<file path="config.mk">
export PLATFORM = sky130hd
export DESIGN_NAME = wb_uart_rx
export DESIGN_NICKNAME = d
export VERILOG_FILES = /design/src/rtl/wb_uart_rx_pkg.sv /design/src/rtl/uart_rx_fifo.sv /design/src/rtl/wb_uart_rx.sv
export SDC_FILE = /design/constraint.sdc
export NUM_CORES = 1
export LEC_CHECK = 0
export CAP_MARGIN = 20
export CORE_ASPECT_RATIO = 0.8
export CORE_UTILIZATION = 45
export DETAILED_ROUTE_END_ITERATION = 16
export PLACE_DENSITY = 0.65
export SYNTH_ARGS = -nofsm -noshare
export SYNTH_HDL_FRONTEND = slang
export SYNTH_HIERARCHICAL = 1
export SYNTH_SLANG_ARGS = --single-unit
</file>
<file path="constraint.sdc">
create_clock -name wb_clk_i -period 3.5 [get_ports wb_clk_i]
set_input_delay 0.7 -clock wb_clk_i [delete_from_list [all_inputs] [get_ports wb_clk_i]]
set_output_delay 0.7 -clock wb_clk_i [all_outputs]
set_load 0.02 [all_outputs]
</file>
<file path="src/rtl/wb_uart_rx_pkg.sv">
// Shared constants, register map and receiver state encoding for the
// Wishbone UART receiver.
package wb_uart_rx_pkg;

  localparam int unsigned DATA_W = 8;
  localparam int unsigned DIV_W  = 16;
  localparam int unsigned WB_DW  = 32;

  // Word offsets decoded from wb_adr_i[3:2]
  localparam logic [1:0] REG_RXDATA  = 2'd0;
  localparam logic [1:0] REG_STATUS  = 2'd1;
  localparam logic [1:0] REG_DIVISOR = 2'd2;
  localparam logic [1:0] REG_IRQ_EN  = 2'd3;

  localparam int unsigned ST_NOT_EMPTY = 0;
  localparam int unsigned ST_FULL      = 1;
  localparam int unsigned ST_OVERRUN   = 2;
  localparam int unsigned ST_FRAME_ERR = 3;
  localparam int unsigned ST_COUNT_LSB = 8;

  localparam int unsigned IE_NOT_EMPTY = 0;
  localparam int unsigned IE_OVERRUN   = 1;
  localparam int unsigned IE_FRAME_ERR = 2;

  typedef enum logic [2:0] {
    RX_IDLE  = 3'd0,
    RX_START = 3'd1,
    RX_DATA  = 3'd2,
    RX_STOP  = 3'd3,
    RX_BREAK = 3'd4
  } rx_state_e;

  // A programmed divisor of zero runs at the fastest rate rather than stalling.
  function automatic logic [DIV_W-1:0] eff_divisor(input logic [DIV_W-1:0] d);
    return (d == '0) ? DIV_W'(1) : d;
  endfunction

endpackage

</file>
<file path="src/rtl/uart_rx_fifo.sv">
// Synchronous byte FIFO; the extra pointer MSB separates full from empty.
module uart_rx_fifo
  import wb_uart_rx_pkg::*;
#(
  parameter int unsigned AW = 4
) (
  input  logic              clk,
  input  logic              rst,
  input  logic              push,
  input  logic              pop,
  input  logic [DATA_W-1:0] din,
  output logic [DATA_W-1:0] dout,
  output logic              empty,
  output logic              full,
  output logic [AW:0]       count
);

  localparam int unsigned DEPTH = 1 << AW;

  logic [DATA_W-1:0] mem [DEPTH];
  logic [AW:0]       wptr;
  logic [AW:0]       rptr;
  logic              do_push;
  logic              do_pop;

  assign count = wptr - rptr;
  assign empty = (wptr == rptr);
  assign full  = (wptr[AW] != rptr[AW]) && (wptr[AW-1:0] == rptr[AW-1:0]);
  assign dout  = mem[rptr[AW-1:0]];

  // A pop in the same cycle frees the slot, so a push into a full FIFO still lands.
  assign do_pop  = pop & ~empty;
  assign do_push = push & (~full | do_pop);

  always_ff @(posedge clk or posedge rst) begin
    if (rst) begin
      wptr <= '0;
      rptr <= '0;
    end else begin
      if (do_push) wptr <= wptr + (AW+1)'(1);
      if (do_pop)  rptr <= rptr + (AW+1)'(1);
    end
  end

  always_ff @(posedge clk) begin
    if (do_push) mem[wptr[AW-1:0]] <= din;
  end

endmodule

</file>
<file path="src/rtl/wb_uart_rx.sv">
// 8N1 UART receiver with 16x oversampling, a receive FIFO and a Wishbone
// B3 classic slave register interface.
module wb_uart_rx
  import wb_uart_rx_pkg::*;
#(
  parameter int unsigned      FIFO_AW     = 4,
  parameter logic [DIV_W-1:0] DIVISOR_RST = 16'd26
) (
  input  logic             wb_clk_i,
  input  logic             wb_rst_i,
  input  logic             rx,
  input  logic [31:0]      wb_adr_i,
  input  logic [WB_DW-1:0] wb_dat_i,
  input  logic [3:0]       wb_sel_i,
  input  logic             wb_we_i,
  input  logic             wb_cyc_i,
  input  logic             wb_stb_i,
  input  logic [2:0]       wb_cti_i,
  input  logic [1:0]       wb_bte_i,
  output logic [WB_DW-1:0] wb_dat_o,
  output logic             wb_ack_o,
  output logic             wb_err_o,
  output logic             wb_rty_o,
  output logic             irq_o
);

  logic              rx_meta;
  logic              rx_sync;
  logic [DIV_W-1:0]  divisor;
  logic [DIV_W-1:0]  div_eff;
  logic [DIV_W-1:0]  presc;
  logic              tick;

  rx_state_e         state;
  rx_state_e         state_n;
  logic [3:0]        tick_cnt;
  logic [3:0]        tick_cnt_n;
  logic [2:0]        bit_idx;
  logic [2:0]        bit_idx_n;
  logic [DATA_W-1:0] shift;
  logic [DATA_W-1:0] shift_n;
  logic              restart;
  logic              push_set;
  logic              frame_set;

  logic              push_q;
  logic [DATA_W-1:0] push_byte;
  logic [2:0]        irq_en;
  logic              overrun;
  logic              frame_err;
  logic              pop_ok;

  logic              req;
  logic              wr_commit;
  logic              fifo_pop;
  logic [1:0]        reg_sel;
  logic [WB_DW-1:0]  rd_mux;

  logic [DATA_W-1:0] fifo_dout;
  logic              fifo_empty;
  logic              fifo_full;
  logic [FIFO_AW:0]  fifo_count;

  logic              unused_inputs;

  assign unused_inputs = ^{wb_adr_i[31:4], wb_adr_i[1:0], wb_dat_i[31:16],
                           wb_sel_i[3:2], wb_cti_i, wb_bte_i};

  assign wb_err_o = 1'b0;
  assign wb_rty_o = 1'b0;

  always_ff @(posedge wb_clk_i or posedge wb_rst_i) begin
    if (wb_rst_i) begin
      rx_meta <= 1'b1;
      rx_sync <= 1'b1;
    end else begin
      rx_meta <= rx;
      rx_sync <= rx_meta;
    end
  end

  // 1/16-bit prescaler; realigned to the detected start edge.
  assign div_eff = eff_divisor(divisor);
  assign tick    = (presc <= DIV_W'(1));

  always_ff @(posedge wb_clk_i or posedge wb_rst_i) begin
    if (wb_rst_i)             presc <= DIVISOR_RST;
    else if (restart || tick) presc <= div_eff;
    else                      presc <= presc - DIV_W'(1);
  end

  always_ff @(posedge wb_clk_i or posedge wb_rst_i) begin
    if (wb_rst_i) begin
      state    <= RX_IDLE;
      tick_cnt <= '0;
      bit_idx  <= '0;
      shift    <= '0;
    end else begin
      state    <= state_n;
      tick_cnt <= tick_cnt_n;
      bit_idx  <= bit_idx_n;
      shift    <= shift_n;
    end
  end

  always_comb begin
    state_n    = state;
    tick_cnt_n = tick_cnt;
    bit_idx_n  = bit_idx;
    shift_n    = shift;
    restart    = 1'b0;
    push_set   = 1'b0;
    frame_set  = 1'b0;
    case (state)
      RX_IDLE: begin
        if (!rx_sync) begin
          state_n    = RX_START;
          tick_cnt_n = '0;
          bit_idx_n  = '0;
          restart    = 1'b1;
        end
      end
      RX_START: begin
        if (tick) begin
          tick_cnt_n = tick_cnt + 4'(1);
          if (tick_cnt == 4'd7) begin
            tick_cnt_n = '0;
            state_n    = rx_sync ? RX_IDLE : RX_DATA;
          end
        end
      end
      RX_DATA: begin
        if (tick) begin
          tick_cnt_n = tick_cnt + 4'(1);
          if (tick_cnt == 4'd15) begin
            shift_n   = {rx_sync, shift[DATA_W-1:1]};
            bit_idx_n = bit_idx + 3'(1);
            if (bit_idx == 3'd7) state_n = RX_STOP;
          end
        end
      end
      RX_STOP: begin
        if (tick) begin
          tick_cnt_n = tick_cnt + 4'(1);
          if (tick_cnt == 4'd15) begin
            if (rx_sync) begin
              push_set = 1'b1;
              state_n  = RX_IDLE;
            end else begin
              frame_set = 1'b1;
              state_n   = RX_BREAK;
            end
          end
        end
      end
      RX_BREAK: begin
        if (rx_sync) state_n = RX_IDLE;
      end
      default: state_n = RX_IDLE;
    endcase
  end

  always_ff @(posedge wb_clk_i or posedge wb_rst_i) begin
    if (wb_rst_i) begin
      push_q    <= 1'b0;
      push_byte <= '0;
    end else begin
      push_q <= push_set;
      if (push_set) push_byte <= shift;
    end
  end

  uart_rx_fifo #(.AW(FIFO_AW)) u_fifo (
    .clk   (wb_clk_i),
    .rst   (wb_rst_i),
    .push  (push_q),
    .pop   (fifo_pop),
    .din   (push_byte),
    .dout  (fifo_dout),
    .empty (fifo_empty),
    .full  (fifo_full),
    .count (fifo_count)
  );

  assign req       = wb_cyc_i & wb_stb_i;
  assign reg_sel   = wb_adr_i[3:2];
  assign wr_commit = req & wb_ack_o & wb_we_i;
  assign fifo_pop  = req & wb_ack_o & pop_ok;

  always_comb begin
    rd_mux = '0;
    case (reg_sel)
      REG_RXDATA: rd_mux = fifo_empty ? '0 : WB_DW'(fifo_dout);
      REG_STATUS: begin
        rd_mux[ST_NOT_EMPTY]         = ~fifo_empty;
        rd_mux[ST_FULL]              = fifo_full;
        rd_mux[ST_OVERRUN]           = overrun;
        rd_mux[ST_FRAME_ERR]         = frame_err;
        rd_mux[ST_COUNT_LSB +: 8]    = 8'(fifo_count);
      end
      REG_DIVISOR: rd_mux = WB_DW'(divisor);
      default:     rd_mux = WB_DW'(irq_en);
    endcase
  end

  // Read data is captured with the ack; the pop is armed only if data was returned.
  always_ff @(posedge wb_clk_i or posedge wb_rst_i) begin
    if (wb_rst_i) begin
      wb_ack_o <= 1'b0;
      wb_dat_o <= '0;
      pop_ok   <= 1'b0;
    end else begin
      wb_ack_o <= req & ~wb_ack_o;
      wb_dat_o <= (req & ~wb_ack_o & ~wb_we_i) ? rd_mux : '0;
      pop_ok   <= req & ~wb_ack_o & ~wb_we_i & (reg_sel == REG_RXDATA) & ~fifo_empty;
    end
  end

  always_ff @(posedge wb_clk_i or posedge wb_rst_i) begin
    if (wb_rst_i) begin
      divisor   <= DIVISOR_RST;
      irq_en    <= '0;
      overrun   <= 1'b0;
      frame_err <= 1'b0;
    end else begin
      if (wr_commit && reg_sel == REG_DIVISOR) begin
        if (wb_sel_i[0]) divisor[7:0]  <= wb_dat_i[7:0];
        if (wb_sel_i[1]) divisor[15:8] <= wb_dat_i[15:8];
      end
      if (wr_commit && reg_sel == REG_IRQ_EN) irq_en <= wb_dat_i[2:0];
      // New error events win over a simultaneous W1C
      if (push_q && fifo_full && !fifo_pop)
        overrun <= 1'b1;
      else if (wr_commit && reg_sel == REG_STATUS && wb_dat_i[ST_OVERRUN])
        overrun <= 1'b0;
      if (frame_set)
        frame_err <= 1'b1;
      else if (wr_commit && reg_sel == REG_STATUS && wb_dat_i[ST_FRAME_ERR])
        frame_err <= 1'b0;
    end
  end

  assign irq_o = |(irq_en & {frame_err, overrun, ~fifo_empty});

endmodule
</file>
* After elaboration in Yosys (flattened, before gate mapping)
Memory sizes are Yosys's and may differ from the RTL's.
Index checks and enable logic that the tools add are counted.
** Storage, ports and cells
- Register bits after elaboration :: 110
- Bits in writable memories :: 128
- Output and inout port bits :: 36
- Word-level logic and storage cells :: 134
- Memories kept :: 1
** Memories
- u_fifo.mem :: depth 16, width 8, read ports 1, clocked after Yosys merged registers in 0, write ports 1, RTL line uart_rx_fifo.sv:20 : logic [DATA_W-1:0] mem [DEPTH];
** Cells by class
- $add $sub $neg :: 6
- $lt $le $gt $ge :: 1
- Equal/unequal tests :: 23
- Multiplexer cells :: 43
- Bitwise operators :: 16
- Reductions and logical operators :: 25
** Operator list (number)
- $mux 3 :: 13
- $mux 16 :: 2
- $mux 32 :: 1
- $pmux 4 s3 :: 2
- $pmux 8 s3 :: 1
- $ne 2x2->1 const B :: 9
- $le 16x1->1 const B :: 1
- $logic_not 16->1 :: 1
- $mux 4 :: 4
- $sub 16x1->16 const B :: 1
- $mux 1 :: 15
- $pmux 3 s5 :: 1
- $add 5x1->5 const B :: 2
- $and 1x1->1 :: 10
- $reduce_and 9->1 :: 1
- $logic_and 1x1->1 :: 8
- $mux 8 :: 1
- $pmux 4 s2 :: 1
- $reduce_and 4->1 :: 2
- $eq 3x2->1 const B :: 2
- $eq 3x3->1 const B :: 2
- $pmux 3 s2 :: 1
- $reduce_bool 2->1 :: 3
- $eq 5x5->1 :: 1
- 24 further kinds :: 29

* Logic depth before layout (Yosys ltp)
- Depth after elaboration :: 8
- Mapped depth :: 10
- Depth with buffers taken out :: 9

* By module
Netlist, hierarchy kept.
** Modules (own cells, without submodules)
- uart_rx_fifo :: instances 1, cells each 299, area each 5695.5 µm², sequential area each 4093.9 µm²
- wb_uart_rx :: instances 1, cells each 357, area each 3966.3 µm², sequential area each 2112.0 µm²

* Least setup slack after synthesis
OpenSTA, ideal clock, no wires.
- Path kind :: reg-to-output
- Start :: register u_fifo.rptr[1]
- End :: output port irq_o
- Arrival time :: 2064 ps
- Data required time :: 2800 ps
- Slack :: 736 ps
- Cell stages (with the launch flop) :: 8
- Path buffers :: 2
- Cells stage by stage :: dfrtp_1 buf_2 clkbuf_1 inv_1 ha_1 and4_1 and2_1 o21ai_0
** On the way
- Word-level cells in the longest chain between the ends :: 4
** RTL lines
- start, declared :: RTL line uart_rx_fifo.sv:22 : logic [AW:0] rptr;
- start signal, assigned :: RTL line uart_rx_fifo.sv:41 : if (do_pop) rptr <= rptr + (AW+1)'(1);
- $eq 5x5->1 :: RTL line uart_rx_fifo.sv:27 : assign empty = (wptr == rptr);
- net fifo_empty :: RTL line wb_uart_rx.sv:60 : logic fifo_empty;
- $not 1->1 :: RTL line wb_uart_rx.sv:243 : assign irq_o = |(irq_en & {frame_err, overrun, ~fifo_empty});
- $and 3x3->3 :: RTL line wb_uart_rx.sv:243
- $reduce_or 3->1 :: RTL line wb_uart_rx.sv:243
- end, declared :: RTL line wb_uart_rx.sv:24 : output logic irq_o
The timed path passes the listed nets, and every way through them passes these cells.

* Worst setup path in the final report
- Start :: register u_fifo.rptr[2]
- End :: output port irq_o
The elaborated chain is that of the path after synthesis.

==> run summary <==
run status = finished, violations left
failing checks = design-rule violations
most common cell after layout, fill and taps aside = edfxtp_1
Starting DRT DRC Count = 524
drt via density = 5.63
row count = 47
Post-synth EDFFs = 128
fin cells = 998
routed length per instance = 20.1 um
CTS tree = yes
Die ar. = 22,100 um^2
post-synthesis area per instance = 14.7 um^2
Clk pin slew, worst setup/hold paths = 60 ps
fin crit share = 87.2%
hold path startpoint = rx_meta$_DFF_PP1_
total wire length = 20,100 um
Cell Count Post-Placement = 960
clock sinks = 222
Worst Setup EP = irq_o
area of the core = 20,900 um^2
reg2reg end = wb_dat_o[0]$_DFF_PP0_
setup slack, reg-to-reg = 900 ps
power consumption = 5.66 mW
drt drc = 10
fin crit period = 3050 ps
share of the synthesized area in the top cell type = 39.8%
max-cap check violation count = 0
die height = 133 um
Worst Reg-to-Reg Cells = 7
vias after detailed routing = 5,618
die width = 166 um
HPWL Detailed = 13,900 um
Routed Antenna Nets = 0
Simple-Gate Fraction of Synth Area = 7.83%
PwrDens = 515 nW/um^2
first-pass GRT wire length = 31,600 um
Post-synth top flop = edfxtp_1
initial antenna violation count = 0
compound-cell area share of the yosys netlist = 6.07%
cells along the critical path = inv_2 > ha_1 > and4_1 > and2_1 > o21ai_0 > dlymetal6s2s_1
total I/O pin count = 115
fill cell count = 1,669
utilization after layout = 52.6%
total internal power = 4.31 mW
gpl congestion = 0.854
H-tree lvl count = 1
CP Launch Point = u_fifo/rptr[2]$_DFFE_PP0P_
post-synthesis sequential area ratio = 64.2%
Sw Pwr = 1.35 mW
VDD IR max = 0.276 mV
WP data arrival = 2350 ps
synth unique cells = 61
Hold/Removal Path Class = flip-flop to flip-flop
Max-slew headroom = 45.2%
synthesis-stage register bit count = 222
Port Buf Inserts = 43
hold_buf cts = 0
Flop pwr share = 53.9%
final hold violations = 0
TritonCTS buffer count = 21
Clock Power Share = 36.5%
Comb pwr share = 9.6%
RSZ-0062 raised after global routing = no
largest net degree at the start of global routing = 47
CP Class = flip-flop to output pin
Final Setup Violations = 0
final net count = 813
Congestion Overflow GR = 0
Final Slew Violations = 0
Max stage delay on crit path = 470 ps
CP Capture Type = output pin
synthesized instance count = 656
clock root buffer = clkbuf_16
critical path peak fanout = 9
Adder-Cell Fraction of Synth Area = 2.67%
DRT Pass-1 Iters = 13
switch share = 23.8%
Post-CTS Setup Bufs = 0
Worst-Skew Late Latency = 500 ps
mapped cell area = 9660 um^2
largest family of logic cells by synthesized area = multiplexers
mux contribution to synthesized area = 13.0%
fmax = 328 MHz
most frequent cells in the layout = edfxtp_1, dfrtp_1, nor2_1
layout cells sized above 1 = 15.6%
# diodes = 0
async set or reset register ratio after synthesis = 42.3%
XOR/XNOR Fraction of Synth Area = 2.18%
worst-margin pin slew = 821 ps
YS warnings = 6
critical path launch point type = flip-flop
final setup TNS = 0 ps
vias in the first global route = 5,644
Area contributors post-synth = edfxtp_1, dfrtp_1, mux4_1
area delta synth->final = 13.8%
Initial Util = 46.3%
area leader, netlist = edfxtp_1
worst r2r src = u_fifo/rptr[2]$_DFFE_PP0P_
Pleak = 4.60 nW
Overall Global Routing Usage = 18.7%
critical path's slowest cell = dfrtp_1
clk buf depth = 3
skew final = 7.06 ps
required time of the critical path = 2800 ps
-- logic make-up after synthesis --
group | Yosys count
other | 1
xor gates and xnor gates | 24
buffers and inverters | 67
AOI/OAI and AO/OA | 89
muxes | 85
and+or+nand+nor | 148
DFF | 222
adders and majority gates | 20
-- layout make-up --
cell class / instances / area, um^2 / share of cell area (%)
well taps: 269 / 337 / 3.06
multi-input cells: 384 / 3140 / 28.6
repair buffers: 66 / 618 / 5.62
inverters: 19 / 75.1 / 0.683
flip-flops and latches: 222 / 6210 / 56.5
clock inverters: 5 / 25.0 / 0.228
clock buffers: 33 / 591 / 5.37
-- power groups by stage --
stage          Clock [mW]  Combinational [mW]  Sequential, mW
2_1_floorplan           0               0.414            3.06
3_3_place_gp            0               0.516            3.08
3_5_place_dp            0               0.541            3.09
4_1_cts              2.11               0.543            3.04
5_1_grt              2.22               0.600            3.06
6_report             2.07               0.540            3.05
-- through the flow --
| stage | worst slack (ps) | instance area [um^2] | hold slack [ps] |
|---|---|---|---|
| finish | 447 | 11000 | 357 |
| global route | 365 | 11000 | 364 |
| CTS | 43.4 | 11000 | 357 |
| detailed placement | 486 | 10400 | 348 |
| global placement | 477 | 10400 | 347 |
| floorplan | 648 | 9730 | 345 |
-- metal layers --
layer  GRT usage [%]  vias up  wire length, um
li1                -     2551                -
met1            27.2     2830             9270
met2            28.8      202             9050
met3            3.71       35             1280
met4            5.14        0              478
met5               0        -                0
-- cells in the mapped netlist, drive strengths merged (2+ instances only) --
library cell and count:
edfxtp 128, dfrtp 86, nor2 51, nand2 38
mux2 36, buf 30, mux2i 25, mux4 24
o21ai 22, a21oi 21, ha 19, inv 19
a22oi 18, clkbuf 18, xnor2 17, nand3 9
nor4 9, a32oi 8, dfstp 8, nor3 8
xor2 7, a221oi 6, nand4 6, and2 4
and3 4, and4 4, nor2b 3, a21o 2
a31oi 2, and4b 2, nand2b 2, nand3b 2
o211ai 2, o31a 2, or2 2
-- timing repair --
| item | 4_1_cts | 5_1_grt |
|---|---|---|
| endpoints found under the setup margin | 1 | 1 |
| resized for setup | 1 | 2 |
| pin swaps | 0 | 0 |
-- flip-flops by register name, indices dropped and copies added, names as in the netlist --
name	count
push_q	1
tick_cnt	4
presc	16
u_fifo/wptr	5
divisor	16
u_fifo/mem	128
bit_idx	3
overrun	1
shift	8
push_byte	8
frame_err	1
wb_dat_o	16
irq_en	3
pop_ok	1
rx_sync	1
rx_meta	1
state	3
wb_ack_o	1
u_fifo/rptr	5
-- critical path: cells and delay by family, from the launching register on --
| family | cells | cell delay [ps] |
|---|---|---|
| flip-flops | 1 | 470 |
| buffers and inverters | 2 | 410 |
| AND/OR/NAND/NOR | 2 | 400 |
| adder cells (fa/ha/maj) | 1 | 370 |
| AO/OA/AOI/OAI | 1 | 210 |
-- how the worst min path moves through the flow --
stage	slack, ps	cells past startpoint	end
final	360	0	rx_sync$_DFF_PP1_
after global routing	360	0	rx_sync$_DFF_PP1_
after CTS	360	0	rx_sync$_DFF_PP1_
after detailed placement	350	0	rx_sync$_DFF_PP1_
after global placement	350	0	rx_sync$_DFF_PP1_
after floorplan	350	0	rx_sync$_DFF_PP1_
Note: power is estimated with default switching activity, not from simulation.
